--- config.mk ---
export PLATFORM = sky130hd
export DESIGN_NAME = uart_txd
export DESIGN_NICKNAME = d
export VERILOG_FILES = /design/src/rtl/uart_pkg.sv /design/src/rtl/uart_baud_tick.sv /design/src/rtl/uart_txd.sv
export SDC_FILE = /design/constraint.sdc
export NUM_CORES = 1
export LEC_CHECK = 0
export BUFFER_PORTS_ARGS = -buffer_cell sky130_fd_sc_hd__buf_2
export CAP_MARGIN = 20
export CELL_PAD_IN_SITES_DETAIL_PLACEMENT = 1
export CELL_PAD_IN_SITES_GLOBAL_PLACEMENT = 1
export CORE_MARGIN = 10
export CORE_UTILIZATION = 54
export CTS_CLUSTER_DIAMETER = 100
export DETAILED_ROUTE_END_ITERATION = 8
export GPL_TIMING_DRIVEN = 0
export HOLD_SLACK_MARGIN = 0.02
export PLACE_DENSITY = 0.88
export RECOVER_POWER = 25
export SLEW_MARGIN = 10
export SYNTH_ARGS = -nofsm -noshare
export SYNTH_HDL_FRONTEND = slang
export SYNTH_HIERARCHICAL = 1
export SYNTH_SLANG_ARGS = --single-unit
--- constraint.sdc ---
create_clock -name clk -period 8.33 [get_ports clk]
set_input_delay 0 -clock clk [delete_from_list [all_inputs] [get_ports clk]]
set_output_delay 0 -clock clk [all_outputs]
set_load 0.02 [all_outputs]
--- src/rtl/uart_pkg.sv ---
// rtl/uart_pkg.sv - shared FSM encoding and constants for the UART transmitter
package uart_pkg;

  typedef enum logic [2:0] {
    IDLE   = 3'd0,
    START  = 3'd1,
    DATA   = 3'd2,
    PARITY = 3'd3,
    STOP   = 3'd4
  } state_t;

  localparam int          DATA_BITS    = 8;
  localparam logic [15:0] DEF_TICK_DIV = 16'h006C;

endpackage

--- src/rtl/uart_baud_tick.sv ---
// rtl/uart_baud_tick.sv - free-running divider, one-cycle tick every TICK_DIV clocks
module uart_baud_tick
  import uart_pkg::*;
#(
  parameter logic [15:0] TICK_DIV = DEF_TICK_DIV
) (
  input  logic clk,
  input  logic rst_n,
  output logic tick
);

  logic [15:0] cnt;

  assign tick = (cnt == TICK_DIV - 16'd1);

  always_ff @(posedge clk or negedge rst_n) begin
    if (!rst_n)    cnt <= '0;
    else if (tick) cnt <= '0;
    else           cnt <= cnt + 16'd1;
  end

endmodule

--- src/rtl/uart_txd.sv ---
// rtl/uart_txd.sv - 8N1/8P1 UART transmitter with 4-entry byte FIFO
// Optional: define UART_TXD_STOP2_EN for two stop bits.
module uart_txd
  import uart_pkg::*;
#(
  parameter logic [15:0] TICK_DIV      = DEF_TICK_DIV,
  parameter int          TICKS_PER_BIT = 8,
  parameter int          FIFO_DEPTH    = 4
) (
  input  logic       clk,
  input  logic       rst_n,
  input  logic [7:0] tx_data,
  input  logic       tx_valid,
  output logic       tx_ready,
  input  logic       parity_en,
  input  logic       parity_kind,
  output logic       txd,
  output logic       busy,
  output logic [2:0] fifo_cnt
);

  localparam int PW = $clog2(FIFO_DEPTH);
`ifdef UART_TXD_STOP2_EN
  localparam int STOP_TICKS = 2 * TICKS_PER_BIT;
`else
  localparam int STOP_TICKS = TICKS_PER_BIT;
`endif
  localparam int            TW        = $clog2(STOP_TICKS);
  localparam logic [TW-1:0] BIT_LAST  = TW'(TICKS_PER_BIT - 1);
  localparam logic [TW-1:0] STOP_LAST = TW'(STOP_TICKS - 1);

  logic tick;

  uart_baud_tick #(.TICK_DIV(TICK_DIV)) u_tick (
    .clk   (clk),
    .rst_n (rst_n),
    .tick  (tick)
  );

  logic [7:0]    mem [FIFO_DEPTH];
  logic [PW-1:0] wptr, rptr;
  logic [2:0]    count;
  logic          push, pop, empty;

  assign empty    = (count == 3'd0);
  assign tx_ready = (count != 3'(FIFO_DEPTH));
  assign push     = tx_valid & tx_ready;
  assign fifo_cnt = count;

  always_ff @(posedge clk) begin
    if (push) mem[wptr] <= tx_data;
  end

  always_ff @(posedge clk or negedge rst_n) begin
    if (!rst_n) begin
      wptr  <= '0;
      rptr  <= '0;
      count <= '0;
    end else begin
      if (push) wptr <= wptr + PW'(1);
      if (pop)  rptr <= rptr + PW'(1);
      case ({push, pop})
        2'b10:   count <= count + 3'd1;
        2'b01:   count <= count - 3'd1;
        default: count <= count;
      endcase
    end
  end

  state_t        state, state_n;
  logic [TW-1:0] tcnt, tcnt_n;
  logic [2:0]    bcnt, bcnt_n;
  logic [7:0]    shift, shift_n;
  logic          par_en_l, par_en_n, par_bit_l, par_bit_n;
  logic          txd_n, bit_done, load;

  assign busy = (state != IDLE) | (count != 3'd0);

  always_comb begin
    state_n   = state;
    tcnt_n    = tcnt;
    bcnt_n    = bcnt;
    shift_n   = shift;
    par_en_n  = par_en_l;
    par_bit_n = par_bit_l;
    pop       = 1'b0;
    load      = 1'b0;
    txd_n     = 1'b1;
    bit_done  = (tcnt == ((state == STOP) ? STOP_LAST : BIT_LAST));

    if (tick && state != IDLE) tcnt_n = bit_done ? '0 : tcnt + TW'(1);

    case (state)
      IDLE:   load = tick & ~empty;
      START:  if (tick && bit_done) state_n = DATA;
      DATA: begin
        if (tick && bit_done) begin
          shift_n = shift >> 1;
          bcnt_n  = bcnt + 3'd1;
          if (bcnt == 3'(DATA_BITS - 1)) state_n = par_en_l ? PARITY : STOP;
        end
      end
      PARITY: if (tick && bit_done) state_n = STOP;
      STOP: begin
        if (tick && bit_done) begin
          if (!empty) load = 1'b1;
          else        state_n = IDLE;
        end
      end
      default: state_n = IDLE;
    endcase

    // Parity mode is captured with the byte so mid-frame input changes are ignored.
    if (load) begin
      pop       = 1'b1;
      shift_n   = mem[rptr];
      par_en_n  = parity_en;
      par_bit_n = parity_kind ^ (^mem[rptr]);
      bcnt_n    = '0;
      tcnt_n    = '0;
      state_n   = START;
    end

    case (state_n)
      START:   txd_n = 1'b0;
      DATA:    txd_n = shift_n[0];
      PARITY:  txd_n = par_bit_n;
      default: txd_n = 1'b1;
    endcase
  end

  always_ff @(posedge clk or negedge rst_n) begin
    if (!rst_n) begin
      state     <= IDLE;
      tcnt      <= '0;
      bcnt      <= '0;
      shift     <= '0;
      par_en_l  <= 1'b0;
      par_bit_l <= 1'b0;
      txd       <= 1'b1;
    end else begin
      state     <= state_n;
      tcnt      <= tcnt_n;
      bcnt      <= bcnt_n;
      shift     <= shift_n;
      par_en_l  <= par_en_n;
      par_bit_l <= par_bit_n;
      txd       <= txd_n;
    end
  end

endmodule

==> results.toml, run 1 <==
[finish]
area_growth_pct = 13.99
nets = 310
n_antenna_cell = 0
n_fill_cell = 588
multi_input_area_um2 = 1240
drive_gt1_share_pct = 12.37
seq_area_um2 = 2038

[global_routing]
grt_antenna_before_repair = 0
overflow = 0
grt_pass1_vias = 2287
grt_first_pass_wirelength_mm = 11.99
grt_max_degree = 44
grt_util_all_layers_pct = 15.60

[synthesis]
synth-xor-area-share_pct = 7.966
ys_types = 43
synth_mux_area_share_pct = 9.162
ys_seq_area_share_pct = 60.92
syn_area_um2 = 3346
synth_edf_count = 32
synth_top_family_by_area = "simple AND/OR/NAND/NOR gates"
synth_compound_area_share_pct = 2.580
yosysTopAreaCell = "dfrtp_1"
synthAdderAreaFrac_pct = 4.338
synth_area_leaders = "dfrtp_1 31%, edfxtp_1 29%, xnor2_1 4.5%"
avgSynthCellArea_um2 = 13.55
yosys-top-cells-count = "42 x dfrtp_1, 32 x edfxtp_1, 22 x nand2_1"
syn_inst = 247
synthSimpleGateAreaFrac_pct = 13.01
synth.most_common_cell = "dfrtp_1"
synth_nets = 271
synth-main-ff-cell = "dfrtp_1"
async_reset_ff_share_pct = 57.33
ys_warn_count = 6
synth_seq_cells = 75
synth_top_area_share_pct = 31.41

[worst_hold_path]
hold_class = "input pin to register"

[clocking]
clk_pin_slew_worst_paths_ns = 0.08
cts-htree-levels = 3
post_cts_buffers = 0
cts.sinks = 75
cts_buffer_depth = 2
tritoncts = "built"
cts_root_buffer = "clkbuf_8"
cts_buffers = 9
clock_latency_ns = 0.36

[timing]
worst_slack_ns = 4.435
relSlewSlack_pct = -51.01
fin_worst_skew_ns = 0.01494
tightest_slew_ns = 2.265
fmax_mhz = 256.8
setup-violations-final = 0
post-route-period-util_pct = 46.76
finalHoldViolCount = 0
setup_tns_ns = 0
rsz0062_at_grt = "no"
min_period_ns = 3.895
hold_slack_ns = 0.08882
final_max_slew_viol_count = 44

[pwr]
pwr_density_cell_nw_per_um2 = 234.1
leakagePower_nw = 1.592
ir_drop_v = 0.0001799

[worst_setup_path]
startpoint_type = "register"
path_class = "register to register"
worstPathRequired_ns = 8.60
critPathMaxFanout = 10
critPathArrivalTime_ns = 4.17
cp-end-kind = "register"

[die]
io_pins = 19
die_area_um2 = 9745
num_rows = 28
die_w_um = 98.72
die_h_um = 98.72
core_um2 = 5956
start_util_pct = 56.18

[placement]
pre_cts_ws_ns = 4.457
gp_congestion = 0.7436
portBuffers = 18
hpwl_mm = 4.823

[status]
status = "finished, violations left"
violations = "max-capacitance violations, max-slew violations"

[routing]
wl_mm = 7.131
first_iter_violations = 84
dr_total_vias = 2022
routedWlPerCell_um = 19.48
antenna_left = 0
firstDrtPassIters = 4
viasPerCell = 5.525
drcViolationCount = 0

[job]
maxCapViolCount = 1
## worst max-delay path: stages, from the launching register on
cell and delay, ns:
dfrtp_1 0.44, or4_4 0.55, nor4_4 0.52, nand3_1 0.13, or2_2 0.30, clkbuf_1 0.21, inv_1 0.22, buf_2 0.27
ha_1 0.26, inv_1 0.08, fa_1 0.38, xor2_1 0.16, nor2_1 0.12, xor2_1 0.17
## logic make-up (layout without fill, tap and decap cells)
family          after synthesis  count (layout)
xor+xnor                     28              28
fa+ha+maj                    11              11
simple gates                 83              83
flops                        75              75
buf+inv                      15              59
compound gates               16              16
mux                          19              19
## per-layer routing
metal	global-route usage, %	vias up	wire length [µm]
met5	0	-	0
met4	6.946	0	161
met3	4.679	15	281
met2	27.28	39	3882
met1	17.06	1011	2806
li1	-	957	-
## report_power, final
part           switching [mW]  internal, mW
logic                  0.0949        0.0580
clock network           0.146         0.141
registers              0.0207         0.433
total                   0.261         0.631
## through the flow
step / cell area [µm²] / std cells / power [mW] / utilization [%]
global placement: 3530 / 340 / 0.5958 / 59.26
detailed placement: 3530 / 340 / 0.6088 / 59.26
global route: 3814 / 366 / 0.9339 / 64.03
finish: 3814 / 366 / 0.8929 / 64.03
CTS: 3830 / 366 / 0.8941 / 64.31
floorplan: 3346 / 247 / 0.5547 / -
## what timing repair did
action,4_1_cts,5_1_grt
hold buffers,10,0
hold endpoints to repair,75,0
gates resized for setup,0,0
## final timing paths
kind / end / slack, ns / cells past startpoint / startpoint
worst max-delay path: fifo_cnt[2]$_DFFE_PN0P_ / 4.44 / 13 / u_tick/cnt[10]$_DFF_PN0_
worst min-delay path: wptr[0]$_DFFE_PN0P_ / 0.09 / 3 / tx_valid
worst max register to register: fifo_cnt[2]$_DFFE_PN0P_ / 4.44 / 13 / u_tick/cnt[10]$_DFF_PN0_
worst min register to register: u_tick/cnt[0]$_DFF_PN0_ / 0.47 / 1 / u_tick/cnt[0]$_DFF_PN0_
max in group asynchronous: tcnt[0]$_DFFE_PN0P_ / 6.18 / 2 / rst_n
min in group asynchronous: par_bit_l$_DFF_PN0_ / 0.86 / 2 / rst_n
## layout make-up
| type | count | share of cell area (%) |
|---|---|---|
| Sequential cell | 75 | 53.44 |
| Clock buffer | 9 | 3.248 |
| Tap cell | 75 | 2.461 |
| Timing Repair Buffer | 28 | 4.560 |
| Buffer | 7 | 0.9843 |
| Inverter | 8 | 0.7874 |
| Multi-Input combinational cell | 157 | 32.51 |
| Clock inverter | 7 | 2.001 |
## sequential cells by signal, summed over array words and instances, names as in the netlist
| name | cells |
|---|---|
| par_bit_l | 1 |
| rptr | 2 |
| bcnt | 3 |
| u_tick/cnt | 16 |
| wptr | 2 |
| fifo_cnt | 3 |
| mem | 32 |
| state | 3 |
| par_en_l | 1 |
| shift | 8 |
| tcnt | 3 |
| txd | 1 |
## cell usage in the layout (no fill, tap or decap), types with 2 or more instances in the layout
master / instances
nor3b_1: 2
clkbuf_8: 9
inv_6: 2
nand4_1: 3
a21oi_1: 5
xnor2_1: 17
nand3_1: 9
edfxtp_1: 32
nand2b_1: 2
nand2_1: 22
xor2_1: 9
and3_1: 6
buf_2: 7
nor2_1: 21
ha_1: 10
mux4_1: 4
dlygate4sd3_1: 10
o21ai_0: 7
dfrtp_1: 42
nor3_1: 5
inv_1: 8
clkbuf_1: 16
nor2b_1: 2
nor4_1: 2
mux2i_1: 10
clkinv_4: 2
mux4_2: 4
Note: power is estimated with default switching activity, not from simulation.
==> run 2, diff against run 1 <==
- CORE_UTILIZATION: 54 -> 45
- PLACE_DENSITY: 0.88 -> 0.79
- clock period: 8.33 -> 3.2 ns (I/O delays scaled with it)
==> results.toml, run 2 (synthesis gave the netlist of run 1 again) <==
[timing]
relSlewSlack_pct = -59.50
finalHoldViolCount = 0
post-route-period-util_pct = 94.05
fmax_mhz = 332.3
final_max_slew_viol_count = 44
setup-violations-final = 0
rsz0062_at_grt = "no"
fin_worst_skew_ns = 0.01041
tightest_slew_ns = 2.393
min_period_ns = 3.010

[placement]
dp_cells = 364
placed_area_um2 = 3560
portBuffers = 18
hpwl_mm = 4.495
gp_congestion = 0.7151

[worst_hold_path]
hold_start = "tx_valid"
hold_class = "input pin to register"
whs_endpoint = "wptr[0]$_DFFE_PN0P_"
holdPathStages = 3

[global_routing]
grt_first_pass_wirelength_mm = 11.13
overflow = 0
grt_util_all_layers_pct = 12.31
grt_max_degree = 44
grt_antenna_before_repair = 0
grt_pass1_vias = 2259

[worst_setup_path]
path_delay_family = "simple AND/OR/NAND/NOR gates"
startpoint_type = "register"
crit_top_cell = "xor2_1"
critPathArrivalTime_ns = 3.28
worst-r2r-cell-count = 12
cp-end-kind = "register"
cpPeakStageDelay_ns = 0.54
critPathMaxFanout = 10
path_class = "register to register"
r2r-end = "fifo_cnt[2]$_DFFE_PN0P_"
r2r_slack_ns = 0.19
cp_slowest_cell = "or4_4"
cp_cell_sequence = "or4_4 > nor4_4 > nand3_1 > or2_4 > inv_4 > buf_6 > ha_2 > inv_1 > fa_1 > xor2_1 > nor2_1 > xor2_1"
worstPathRequired_ns = 3.47
rr_startpoint = "u_tick/cnt[10]$_DFF_PN0_"
worstPathBufferInverterCount = 3

[clocking]
clock_latency_ns = 0.34
tritoncts = "built"
cts_buffers = 9
cts.sinks = 75
cts_buffer_depth = 2
clk_pin_slew_worst_paths_ns = 0.09
cts-htree-levels = 3
cts_root_buffer = "clkbuf_8"

[routing]
drcViolationCount = 0
routedWlPerCell_um = 16.73
dr_total_vias = 2012
wl_mm = 6.575
first_iter_violations = 56
viasPerCell = 5.120
antenna_left = 0
firstDrtPassIters = 4

[pwr]
leakagePower_nw = 1.598
netSwitchingPower_uw = 668.6
switching_share_pct = 29.86
p_comb_share_pct = 17.0
finalPower_mw = 2.239
ir_drop_v = 0.0003423
seqPwrFrac_pct = 52.5
internal_power_mw = 1.571
pwr-share-clk_pct = 30.4
pwr_density_cell_nw_per_um2 = 577.9

[finish]
n_antenna_cell = 0
nets = 313
regMostFlops = "mem"
top_regs = "mem (32), u_tick/cnt (16), shift (8)"
final_cell_area_um2 = 3875
area_growth_pct = 15.82
drive_gt1_share_pct = 14.97
final_cells = 393
largest_reg_flops = 32
final_common_cell = "dfrtp_1"
n_fill_cell = 737
final_cell_mix = "42 x dfrtp_1, 32 x edfxtp_1, 22 x nand2_1, 21 x nor2_1, 17 x xnor2_1"

[die]
num_rows = 31
die_area_um2 = 11280
die_h_um = 106.2
die_w_um = 106.2
start_util_pct = 46.13
io_pins = 19
core_um2 = 7253

[status]
violations = "max-capacitance violations, max-slew violations"
status = "finished, violations left"

[job]
maxCapViolCount = 1
run 2: repair_timing:
| action | CTS | global route |
|---|---|---|
| buffers inserted | 1 | 3 |
| hold endpoints to repair | 75 | 0 |
| resized for setup | 3 | 4 |
| pin swaps | 1 | 3 |
| hold buffers | 10 | 0 |
| setup endpoints to repair | 2 | 1 |
run 2: cell type report:
cell class              instances  area (µm²)  area share (%)
flip-flops and latches         75        2038           52.60
inverters                       8       32.53          0.8395
plain buffers                   6       40.04           1.033
clock buffers                   9       123.9           3.197
clock inverters                 7       61.31           1.582
repair buffers                 32       203.9           5.263
well taps                      99       123.9           3.197
multi-input cells             157        1251           32.29
run 2: per-stage QoR:
step	hold slack (ns)	TNS, ns	util (%)	setup slack (ns)
global route	0.1110	0	53.42	0.003047
detailed placement	0.2153	-0.8575	49.08	-0.5346
global placement	0.2012	-0.7375	49.08	-0.4697
floorplan	-0.2956	0	-	0.007317
finish	0.07075	0	53.42	0.1903
CTS	0.06707	0	53.13	0.01319
run 2: layer usage:
| layer | track usage, % | vias up | routed length [µm] | share of wire [%] |
|---|---|---|---|---|
| met3 | 4.046 | 5 | 192 | 2.9 |
| met1 | 14.01 | 1020 | 2799 | 43 |
| met2 | 21.73 | 24 | 3529 | 54 |
| met4 | 3.191 | 0 | 53 | 0.81 |
| li1 | - | 963 | - | - |
| met5 | 0 | - | 0 | 0 |
run 2: how the worst max path moves through the flow:
stage / start / slack, ns / cells past startpoint / to
floorplan: u_tick/cnt[10]$_DFF_PN0_ / 0.007 / 13 / fifo_cnt[2]$_DFFE_PN0P_
global placement: u_tick/cnt[8]$_DFF_PN0_ / -0.47 / 14 / fifo_cnt[2]$_DFFE_PN0P_
detailed placement: u_tick/cnt[8]$_DFF_PN0_ / -0.53 / 14 / fifo_cnt[2]$_DFFE_PN0P_
CTS: u_tick/cnt[10]$_DFF_PN0_ / 0.01 / 12 / fifo_cnt[2]$_DFFE_PN0P_
global route: u_tick/cnt[8]$_DFF_PN0_ / 0.003 / 13 / fifo_cnt[2]$_DFFE_PN0P_
finish: u_tick/cnt[10]$_DFF_PN0_ / 0.19 / 12 / fifo_cnt[2]$_DFFE_PN0P_
run 2: power by group through the flow:
stage	sequential [mW]	clock (mW)	combinational [mW]
2_1_floorplan	1.20	0	0.240
3_3_place_gp	1.19	0	0.367
3_5_place_dp	1.20	0	0.384
4_1_cts	1.18	0.703	0.396
5_1_grt	1.19	0.752	0.429
6_report	1.18	0.682	0.381
run 2: worst reg2reg max path, stage by stage (launching register included):
cell and delay (ns):
dfrtp_1 0.44, or4_4 0.54, nor4_4 0.22, nand3_1 0.11, or2_4 0.31, inv_4 0.10, buf_6 0.15, ha_2 0.21
inv_1 0.06, fa_1 0.37, xor2_1 0.15, nor2_1 0.11, xor2_1 0.17
==> run 3, diff against run 2 <==
- BUFFER_PORTS_ARGS: -buffer_cell sky130_fd_sc_hd__buf_2 -> default
- CORE_UTILIZATION: 45 -> 47
- DONT_BUFFER_PORTS: default -> 1
==> results.toml, run 3 (synthesis gave the netlist of run 1 again) <==
[status]
status = "finished, violations left"
violations = "max-capacitance violations, max-slew violations"

[timing]
final_max_slew_viol_count = 44
relSlewSlack_pct = -52.71
min_period_ns = 2.980
tightest_slew_ns = 2.291
finalHoldViolCount = 0
post-route-period-util_pct = 93.13
setup-violations-final = 0
fmax_mhz = 335.5
fin_worst_skew_ns = 0.009369
rsz0062_at_grt = "no"

[routing]
first_iter_violations = 73
dr_total_vias = 1942
antenna_left = 0
wl_mm = 6.369
routedWlPerCell_um = 17.12
firstDrtPassIters = 4
drcViolationCount = 0
viasPerCell = 5.220

[die]
io_pins = 19
core_um2 = 6869
die_area_um2 = 10890
die_w_um = 104.4
num_rows = 30
start_util_pct = 48.71
die_h_um = 104.4

[global_routing]
grt_antenna_before_repair = 0
grt_first_pass_wirelength_mm = 10.76
grt_pass1_vias = 2157
overflow = 0
grt_max_degree = 44
grt_util_all_layers_pct = 12.23

[finish]
nets = 295
top_regs = "mem (32), u_tick/cnt (16), shift (8)"
final_cells = 372
seq_area_um2 = 2038
final_cell_mix = "42 x dfrtp_1, 32 x edfxtp_1, 22 x nand2_1, 21 x nor2_1, 17 x xnor2_1"
largest_reg_flops = 32
area_growth_pct = 13.28
final_common_cell = "dfrtp_1"
n_fill_cell = 673
drive_gt1_share_pct = 13.04
regMostFlops = "mem"
n_antenna_cell = 0
multi_input_area_um2 = 1249

[clocking]
cts-htree-levels = 3
cts_root_buffer = "clkbuf_8"
cts_buffers = 9
clock_latency_ns = 0.35
cts.sinks = 75
clk_pin_slew_worst_paths_ns = 0.08
cts_buffer_depth = 2
tritoncts = "built"

[worst_setup_path]
path_class = "register to register"
cpPeakStageDelay_ns = 0.54
crit_top_cell = "xor2_1"
critPathArrivalTime_ns = 3.26
cp_cell_sequence = "or4_4 > nor4_4 > nand3_1 > or2_4 > inv_4 > buf_6 > ha_1 > inv_1 > fa_1 > xor2_1 > nor2_1 > xor2_1"
worstPathRequired_ns = 3.48
worstPathBufferInverterCount = 3
startpoint_type = "register"
r2r_slack_ns = 0.22
cp-end-kind = "register"
path_delay_family = "simple AND/OR/NAND/NOR gates"
critPathMaxFanout = 10
cp_slowest_cell = "or4_4"

[job]
maxCapViolCount = 1

[placement]
portBuffers = 0
hpwl_mm = 4.302
gp_congestion = 0.7659
dp_cells = 343

[pwr]
pwr_density_cell_nw_per_um2 = 583.2
leakagePower_nw = 1.560
finalPower_mw = 2.210
ir_drop_v = 0.0003395

[worst_hold_path]
hold_class = "input pin to register"
==> run 3: changes by cell type in the layout (fill, tap and decap cells not counted), sizes merged <==
| cell | previous run | this run |
|---|---|---|
| clkinvlp | 2 | 3 |
| buf | 12 | 5 |
| inv | 11 | 12 |
| clkinv | 2 | 0 |
| clkbuf | 25 | 13 |
| dlygate4sd3 | 10 | 11 |
==> run 3: what timing repair did <==
item / in CTS / in global routing
resized for setup: 3 / 3
pin swaps: 1 / 1
hold endpoints to repair: 78 / 0
setup endpoints to repair: 3 / 1
hold buffers: 12 / 0
setup buffers: 1 / 1
==> run 3: metal layers <==
metal	track usage [%]	part of all wire, %	vias to the layer above	wire length, µm
li1	-	-	930	-
met5	0	0	-	0
met2	20.73	51	27	3276
met4	3.877	1.2	0	78
met1	14.35	43	973	2763
met3	3.841	3.9	12	250
==> run 3: path summary, 6_finish.rpt <==
kind / start / end / cells past startpoint
worst max-delay path: u_tick/cnt[10]$_DFF_PN0_ / fifo_cnt[2]$_DFFE_PN0P_ / 12
worst min-delay path: tx_valid / mem[3][0]$_DFFE_PP_ / 1
worst max register to register: u_tick/cnt[10]$_DFF_PN0_ / fifo_cnt[2]$_DFFE_PN0P_ / 12
worst min register to register: u_tick/cnt[0]$_DFF_PN0_ / u_tick/cnt[0]$_DFF_PN0_ / 1
max in group asynchronous: rst_n / u_tick/cnt[4]$_DFF_PN0_ / 2
min in group asynchronous: rst_n / u_tick/cnt[8]$_DFF_PN0_ / 2
==> run 3: final cells by class <==
type | count | share of cell area [%]
Sequential cell | 75 | 53.78
Multi-Input combinational cell | 157 | 32.95
Timing Repair Buffer | 14 | 3.400
Clock buffer | 9 | 3.268
Tap cell | 96 | 3.169
Clock inverter | 7 | 1.519
Buffer | 6 | 1.056
Inverter | 8 | 0.8584
==> run 3: power breakdown <==
group / leakage (nW) / total, mW / switching, mW / internal (mW)
clock: 0.0833 / 0.665 / 0.373 / 0.292
sequential: 0.855 / 1.21 / 0.0812 / 1.13
combinational: 0.622 / 0.338 / 0.202 / 0.136
total: 1.56 / 2.21 / 0.656 / 1.55
==> run 3: metrics by stage <==
| stage | TNS, ns | cell area (µm²) | util, % | hold WS [ns] | setup slack (ns) |
|---|---|---|---|---|---|
| 4_1_cts | 0 | 3786 | 55.12 | 0.09790 | 0.03194 |
| 3_3_place_gp | -0.8225 | 3466 | 50.46 | -0.2942 | -0.5085 |
| 6_report | 0 | 3790 | 55.17 | 0.1446 | 0.2198 |
| 3_5_place_dp | -0.9014 | 3466 | 50.46 | -0.2939 | -0.5643 |
| 2_1_floorplan | 0 | 3346 | - | -0.2956 | 0.007317 |
| 5_1_grt | 0 | 3790 | 55.17 | 0.1454 | 0.01917 |
